<file path="config.mk">
export PLATFORM = sky130hd
export DESIGN_NAME = conf_div_arbiter
export DESIGN_NICKNAME = d
export VERILOG_FILES = /design/src/rtl/conf_div_arbiter.sv
export SDC_FILE = /design/constraint.sdc
export NUM_CORES = 1
export LEC_CHECK = 0
export CAP_MARGIN = 40
export CORE_MARGIN = 2
export CORE_UTILIZATION = 45
export CTS_BUF_LIST = sky130_fd_sc_hd__clkbuf_4 sky130_fd_sc_hd__clkbuf_8 sky130_fd_sc_hd__clkbuf_16
export DETAILED_ROUTE_END_ITERATION = 10
export GPL_TIMING_DRIVEN = 0
export PLACE_DENSITY = 0.68
export SYNTH_ARGS = -nofsm -noshare
export SYNTH_HDL_FRONTEND = slang
export SYNTH_SLANG_ARGS = --single-unit
</file>
<file path="constraint.sdc">
create_clock -name i_clk -period 4.3 [get_ports i_clk]
set_input_delay 0.86 -clock i_clk [delete_from_list [all_inputs] [get_ports i_clk]]
set_output_delay 0.86 -clock i_clk [all_outputs]
set_load 0.01 [all_outputs]
</file>
<file path="src/rtl/conf_div_arbiter.sv">
// Round-robin front end that shares one non-stalling conf_disp_divide pipeline between
// NUM_REQ streams, with a tag pipe and per-requester credit-protected response FIFOs.
module conf_div_arbiter #(
    parameter int NUM_REQ     = 2,
    parameter int DISP_BITS   = 5,
    parameter int DIV_LATENCY = 6,
    parameter int FIFO_DEPTH  = 8
) (
    input  logic                               i_clk,
    input  logic                               i_reset,
    input  logic [NUM_REQ-1:0]                 i_req_valid,
    output logic [NUM_REQ-1:0]                 o_req_ready,
    input  logic [NUM_REQ*8-1:0]               i_req_conf,
    input  logic [NUM_REQ*(8+DISP_BITS)-1:0]   i_req_conf_disp,
    output logic                               o_div_valid,
    output logic [7:0]                         o_div_conf,
    output logic [8+DISP_BITS-1:0]             o_div_conf_disp,
    input  logic                               i_div_out_valid,
    input  logic [DISP_BITS-1:0]               i_div_out_disp,
    input  logic [7:0]                         i_div_out_conf,
    output logic [NUM_REQ-1:0]                 o_rsp_valid,
    input  logic [NUM_REQ-1:0]                 i_rsp_ready,
    output logic [NUM_REQ*DISP_BITS-1:0]       o_rsp_disp,
    output logic [NUM_REQ*8-1:0]               o_rsp_conf,
    output logic                               o_err_unexpected
);

    localparam int TAG_W = (NUM_REQ > 1) ? $clog2(NUM_REQ) : 1;
    localparam int CDW   = 8 + DISP_BITS;
    localparam int CRW   = $clog2(FIFO_DEPTH + 1);
    localparam int PTW   = $clog2(FIFO_DEPTH);
    localparam int ENTW  = DISP_BITS + 8;

    logic [NUM_REQ-1:0] w_eligible;
    logic [NUM_REQ-1:0] w_grant;
    logic [NUM_REQ-1:0] w_push;
    logic [NUM_REQ-1:0] w_pop;
    logic               w_grant_any;
    logic [TAG_W-1:0]   w_grant_idx;
    logic [TAG_W:0]     w_scan_sum;
    logic [TAG_W-1:0]   w_scan_idx;
    logic [7:0]         w_sel_conf;
    logic [CDW-1:0]     w_sel_conf_disp;

    logic [TAG_W-1:0]   r_rr_ptr;
    logic               r_div_valid;
    logic [7:0]         r_div_conf;
    logic [CDW-1:0]     r_div_conf_disp;
    logic [TAG_W-1:0]   r_div_tag;
    logic               r_tag_vld [DIV_LATENCY];
    logic [TAG_W-1:0]   r_tag_id  [DIV_LATENCY];
    logic               r_err;

    logic               w_ret_vld;
    logic [TAG_W-1:0]   w_ret_tag;

    // Scan from the round-robin pointer, wrapping, and take the first eligible requester.
    always_comb begin
        w_grant     = '0;
        w_grant_any = 1'b0;
        w_grant_idx = '0;
        w_scan_sum  = '0;
        w_scan_idx  = '0;
        for (int k = 0; k < NUM_REQ; k++) begin
            w_scan_sum = {1'b0, r_rr_ptr} + (TAG_W+1)'(k);
            if (w_scan_sum >= (TAG_W+1)'(NUM_REQ)) begin
                w_scan_sum = w_scan_sum - (TAG_W+1)'(NUM_REQ);
            end
            w_scan_idx = w_scan_sum[TAG_W-1:0];
            if (!w_grant_any && w_eligible[w_scan_idx]) begin
                w_grant_any         = 1'b1;
                w_grant_idx         = w_scan_idx;
                w_grant[w_scan_idx] = 1'b1;
            end
        end
    end

    assign o_req_ready     = w_grant;
    assign w_sel_conf      = i_req_conf[int'(w_grant_idx)*8 +: 8];
    assign w_sel_conf_disp = i_req_conf_disp[int'(w_grant_idx)*CDW +: CDW];

    always_ff @(posedge i_clk) begin
        if (i_reset) begin
            r_rr_ptr        <= '0;
            r_div_valid     <= 1'b0;
            r_div_conf      <= '0;
            r_div_conf_disp <= '0;
            r_div_tag       <= '0;
        end else begin
            r_div_valid <= w_grant_any;
            if (w_grant_any) begin
                r_rr_ptr        <= (w_grant_idx == TAG_W'(NUM_REQ - 1)) ? '0 : w_grant_idx + TAG_W'(1);
                r_div_conf      <= w_sel_conf;
                r_div_conf_disp <= w_sel_conf_disp;
                r_div_tag       <= w_grant_idx;
            end
        end
    end

    assign o_div_valid     = r_div_valid;
    assign o_div_conf      = r_div_conf;
    assign o_div_conf_disp = r_div_conf_disp;

    // Tag pipe mirrors the divider depth so its tail lines up with i_div_out_valid.
    always_ff @(posedge i_clk) begin
        if (i_reset) begin
            for (int s = 0; s < DIV_LATENCY; s++) begin
                r_tag_vld[s] <= 1'b0;
                r_tag_id[s]  <= '0;
            end
        end else begin
            r_tag_vld[0] <= r_div_valid;
            r_tag_id[0]  <= r_div_tag;
            for (int s = 1; s < DIV_LATENCY; s++) begin
                r_tag_vld[s] <= r_tag_vld[s-1];
                r_tag_id[s]  <= r_tag_id[s-1];
            end
        end
    end

    assign w_ret_vld = r_tag_vld[DIV_LATENCY-1];
    assign w_ret_tag = r_tag_id[DIV_LATENCY-1];

    // Any disagreement between divider output and tag pipe means a lost or phantom result.
    always_ff @(posedge i_clk) begin
        if (i_reset) begin
            r_err <= 1'b0;
        end else if (i_div_out_valid != w_ret_vld) begin
            r_err <= 1'b1;
        end
    end

    assign o_err_unexpected = r_err;

    generate
        for (genvar gi = 0; gi < NUM_REQ; gi++) begin : g_req
            logic [CRW-1:0]  r_credit;
            logic [CRW-1:0]  r_count;
            logic [PTW-1:0]  r_wr_ptr;
            logic [PTW-1:0]  r_rd_ptr;
            logic [ENTW-1:0] r_mem [FIFO_DEPTH];
            logic [ENTW-1:0] w_head;

            assign w_eligible[gi] = i_req_valid[gi] && (r_credit < CRW'(FIFO_DEPTH));
            assign w_push[gi]     = i_div_out_valid && w_ret_vld && (w_ret_tag == TAG_W'(gi));
            assign w_pop[gi]      = (r_count != '0) && i_rsp_ready[gi];

            // Credits cover both in-flight and queued entries, so a push never finds the FIFO full.
            always_ff @(posedge i_clk) begin
                if (i_reset) begin
                    r_credit <= '0;
                end else begin
                    case ({w_grant[gi], w_pop[gi]})
                        2'b10:   r_credit <= r_credit + CRW'(1);
                        2'b01:   r_credit <= r_credit - CRW'(1);
                        default: r_credit <= r_credit;
                    endcase
                end
            end

            always_ff @(posedge i_clk) begin
                if (w_push[gi]) begin
                    r_mem[r_wr_ptr] <= {i_div_out_disp, i_div_out_conf};
                end
            end

            always_ff @(posedge i_clk) begin
                if (i_reset) begin
                    r_wr_ptr <= '0;
                    r_rd_ptr <= '0;
                    r_count  <= '0;
                end else begin
                    if (w_push[gi]) begin
                        r_wr_ptr <= r_wr_ptr + PTW'(1);
                    end
                    if (w_pop[gi]) begin
                        r_rd_ptr <= r_rd_ptr + PTW'(1);
                    end
                    case ({w_push[gi], w_pop[gi]})
                        2'b10:   r_count <= r_count + CRW'(1);
                        2'b01:   r_count <= r_count - CRW'(1);
                        default: r_count <= r_count;
                    endcase
                end
            end

            assign w_head                                  = r_mem[r_rd_ptr];
            assign o_rsp_valid[gi]                         = (r_count != '0);
            assign o_rsp_disp[gi*DISP_BITS +: DISP_BITS]   = w_head[ENTW-1:8];
            assign o_rsp_conf[gi*8 +: 8]                   = w_head[7:0];
        end
    endgenerate

endmodule
</file>
Word level (Yosys, flattened, before mapping)

Memories as Yosys holds them, arrays and structs flattened. A register that Yosys moved wholly into a read port is not among the register bits.
Index checks and enable logic that the tools add are counted.

Output and inout bits: 53
Logic and storage cells: 129
Memories: 4
Memory bits (writable): 220
Bits in registers: 53

Reductions and logical operators: 17
Multiply operators: 1
Bitwise gates (word level): 14
Add/sub/neg operators: 16
Shift operators: 2
Equality and inequality tests: 9
Magnitude comparators: 8
Mux-type cells: 44

Memory list:

| memory         | words | bits a word | read ports | clocked after Yosys merged registers in | write ports | RTL line | source |
|---|---|---|---|---|---|---|---|
| g_req[0].r_mem | 8     | 13          | 1          | 1                                       | 1           | 141      | `logic [ENTW-1:0] r_mem [FIFO_DEPTH];` |
| g_req[1].r_mem | 8     | 13          | 1          | 1                                       | 1           | 141      |  |
| r_tag_id       | 6     | 1           | 6          | 0                                       | 6           | 51       | `logic [TAG_W-1:0] r_tag_id [DIV_LATENCY];` |
| r_tag_vld      | 6     | 1           | 6          | 0                                       | 6           | 50       | `logic r_tag_vld [DIV_LATENCY];` |

Operators with widths:

| operator              | number |
|---|---|
| $mux W1               | 32 |
| $pmux W4 S2           | 4 |
| $shiftx A26 B6 Y13    | 1 |
| $add A4 B1 Y4 const B | 4 |
| $shiftx A16 B5 Y8     | 1 |
| $sub A4 B1 Y4 const B | 4 |
| $add A3 B1 Y3 const B | 4 |
| $mux W3               | 4 |
| $or A1 B1 Y1          | 12 |
| $logic_and A1 B1 Y1   | 10 |
| $eq A2 B1 Y1 const B  | 4 |
| $eq A2 B2 Y1 const B  | 4 |
| $lt A4 B4 Y1 const B  | 2 |
| $reduce_bool A2 Y1    | 4 |
| $reduce_bool A4 Y1    | 2 |
| $mul A1 B4 Y5 const B | 1 |
| $lt A1 B2 Y1 const B  | 2 |
| $mux W2               | 2 |
| $add A1 B1 Y2 const B | 1 |
| $demux W1 S1          | 2 |
| $ge A1 B1 Y1 const B  | 2 |
| $ge A1 B2 Y1 const B  | 1 |
| $ge A2 B2 Y1 const B  | 1 |
| $or A2 B2 Y2          | 1 |
| 5 further kinds       | 6 |

Longest topological paths before layout

Depth in word-level cells: 11
Gate-level depth with buffers: 11
Depth with buffers taken out: 10

Worst setup path before layout

No wires, ideal clock.

Path type: input port to flip-flop
Start: input port i_div_out_valid
End: memory g_req[0].r_mem[0][0] (netlist bit), enable pin
Arrival: 2828 ps
Stages on the path: 5
Setup slack: 1055 ps
Path through: ha_1 -> nor2b_1 -> clkbuf_1 -> inv_2 -> nor4_1

Word-level cells in the longest chain between the ends: 4

Ends and longest elaborated chain:

| what                              | RTL line | source |
|---|---|---|
| start, declared                   | 18       | `input logic i_div_out_valid,` |
| $logic_and A1 B1 Y1 (2 in series) | 145      | `assign w_push[gi] = i_div_out_valid && w_ret_vld && (w_ret_tag == TAG_W'(gi));` |
| $mux W1                           | 162      | `if (w_push[gi]) begin` |
| $mux W1 (not written as such)     | 163      | `r_mem[r_wr_ptr] <= {i_div_out_disp, i_div_out_conf};` |
| end, declared                     | 141      |  |

Every way passes these cells.

==> flow_summary.ini <==
[clock_network]
clk_path_buf_depth = 3
cts_setup_buffers = 0
clkSlewWorstSetupHoldPaths_ns = 0.06
clock_latency_ns = 0.55
numCtsBuffers = 29
htreeDepth = 1
ctsHoldBuffers = 0
numClockSinks = 279
cts_root_buf = clkbuf_16
cts_resized = 0
cts_tree = built

[worst_setup_path]
worstRegToRegCells = 10
worstPathArrival_ns = 3.13
worstReg2RegEnd = g_req[0].r_credit[2]
crit_type = flop to output pin
required_ns = 3.44
cp-end-kind = output pin
critPathMaxFanout = 10
timing.rr.start = g_req[0].r_count[1]
reg2reg_slack_ns = 1.07
start_kind = flop

[pwr]
vdd_ir_drop_max_v = 0.000240
cellPowerDensity_nw_per_um2 = 435
finalPower_mw = 6.02
leakage_nw = 4.61

[logic_synthesis]
synth_xor_area_frac = 0.0160
synth_top_family_by_area = multiplexers
synth_ff_type = edfxtp_1
synth-edff-count = 208
syn_inst = 643
yosys_warnings = 0
synth_compound_area_frac = 0.0389
ys_types = 52
syn-num-nets = 718
ys_ff_latch = 279
synth-async-reset-ratio = 0
synth.avg_cell_area_um2 = 17.0
syn-cell-area_um2 = 10900
yosysSeqAreaShare = 0.702
muxShareOfSynthArea = 0.141
yosys.area_share.simple = 0.0711
synth_fa_ha_area_frac = 0.0149

[layout]
n_fill_cell = 1748
final_util = 0.585
areaGrowthSynthToFinish_pct = 26.6
fin_nets = 880
layout_commonest_cell = edfxtp_1
final_cell_area_um2 = 13800
fin_cells = 1147
final_cell_mix = 208 x edfxtp_1, 113 x clkdlybuf4s50_1, 71 x dfxtp_1
drive_gt1_frac = 0.220
diodes = 0

[detailed_routing]
drt-pass1-iter-count = 7
ant_nets = 0
wl_mm = 23.3
drtIter0Drc = 479
wl_per_cell_um = 20.3
drc = 0
vias = 6400
via_per_inst = 5.58

[place]
portBuffers = 113
place_inst = 1092
pre_cts_slack_ns = 0.470
gp_congestion = 0.753
placed_area_um2 = 12700
hpwl_mm = 15.6

[run_status]
status = complete, no violations

[sta]
clock_skew_ns = 0.0160
hold_viol_final = 0
rsz0062_at_grt = no
maxSlewViolCount = 0
whs_ns = 0.438
slew-limit-headroom = 0.435
setup_tns_ns = 0
fin_crit_sh = 0.929
setup_viol = 0
worst_pin_slew_ns = 0.837
fmax_ghz = 0.250
finalWorstSetupSlack_ns = 0.305
layout_min_cycle_time_ns = 3.99

[floorplanning]
die_w_um = 160
coreArea_um2 = 23600
num_io_pins = 115
initial_utilization = 0.462
num_rows = 56
die_area_um2 = 25500
die_y_um = 160

[global_route]
grt_max_degree = 17
antenna_found_initial = 0
grt_pass1_wl_mm = 36.5
grt_use_total = 0.181
grt_pass1_vias = 6594
grt_overflow = 0

[hold_path]
whs_path_depth = 1
hold_path_class = flop to flop
holdCritStartpoint = r_tag_id[4]
min_to = r_tag_id[5]

[run]
maxCapViolCount = 0
==> state kept, by name, indices dropped and copies added (netlist names), 6 cells and up, named ones only <==
name             count
g_req.r_mem        208
o_div_conf_disp     13
g_req.r_count        8
g_req.r_credit       8
o_div_conf           8
g_req.r_rd_ptr       6
g_req.r_wr_ptr       6
r_tag_id             6
r_tag_vld            6
==> synth_stat cells (2+ instances only) <==
library cell,n,area share
nor3_1,15,0.0069
and3b_1,3,0.0024
mux2i_1,6,0.0055
ha_1,13,0.015
nand3_1,5,0.0023
nor2_1,58,0.020
nor4_1,2,0.0011
buf_2,9,0.0041
nand2_1,17,0.0058
edfxtp_1,208,0.57
or2_2,2,0.0011
clkbuf_1,21,0.0072
buf_6,2,0.0021
a31oi_1,2,0.0011
a211oi_1,3,0.0021
xor2_1,14,0.011
or3_1,2,0.0011
nand4b_1,3,0.0024
xnor2_1,6,0.0048
mux4_2,52,0.11
buf_1,3,0.0010
o21ai_0,9,0.0041
nand2b_1,8,0.0046
a21oi_1,10,0.0046
nor3b_1,3,0.0021
mux2_2,27,0.028
dfxtp_1,71,0.13
inv_1,4,0.0014
nand3b_1,2,0.0014
nor4b_1,5,0.0040
a222oi_1,19,0.017
nor2b_1,18,0.010
and2_1,2,0.0011
==> layout make-up <==
class,count,area [um2],area share
flip-flops and latches,279,7670,0.555
multi-input cells,324,3130,0.226
repair buffers,131,1320,0.0953
clock buffers,37,822,0.0595
well taps,319,399,0.0289
clock inverters,17,310,0.0225
plain buffers,35,158,0.0114
inverters,5,18.8,0.00136
==> routing by layer <==
metal / vias up / global-route usage / wire length (um)
li1: 2860 / - / -
met1: 3252 / 0.236 / 9350
met2: 255 / 0.315 / 11900
met3: 33 / 0.0343 / 1600
met4: 0 / 0.0467 / 412
met5: - / 0 / 0
==> cell families (layout without fill, tap and decap cells) <==
logic type               after synthesis  count (layout)
flip-flops                           279             279
AND/OR/NAND/NOR                      151             151
XOR/XNOR                              20              20
buffers and inverters                 40             225
multiplexers                          85              85
adder cells (fa/ha/maj)               13              13
AO/OA/AOI/OAI                         55              55
==> critical path, cell delays in order (launching register included) <==
cell and delay, ns:
dfxtp_1 0.32, clkbuf_1 0.45, clkbuf_1 0.64, mux4_2 0.40, mux2_2 0.30, clkdlybuf4s50_1 0.48
==> power by group <==
group | total, mW | switching, mW | internal [mW]
logic | 0.219 | 0.108 | 0.112
clock network | 2.87 | 1.03 | 1.84
registers | 2.93 | 0.0176 | 2.91
total | 6.02 | 1.15 | 4.86
==> worst max path at each step <==
| stage | to | depth (start not counted) |
|---|---|---|
| after global placement | g_req[0].r_mem[0][10] | 6 |
| after global routing | o_rsp_conf[3] | 5 |
| after detailed placement | o_req_ready[1] | 6 |
| after CTS | o_rsp_conf[3] | 5 |
| final | o_rsp_conf[3] | 5 |
| after floorplan | g_req[0].r_mem[0][0] | 5 |
Power figures use the tool's default switching activity.
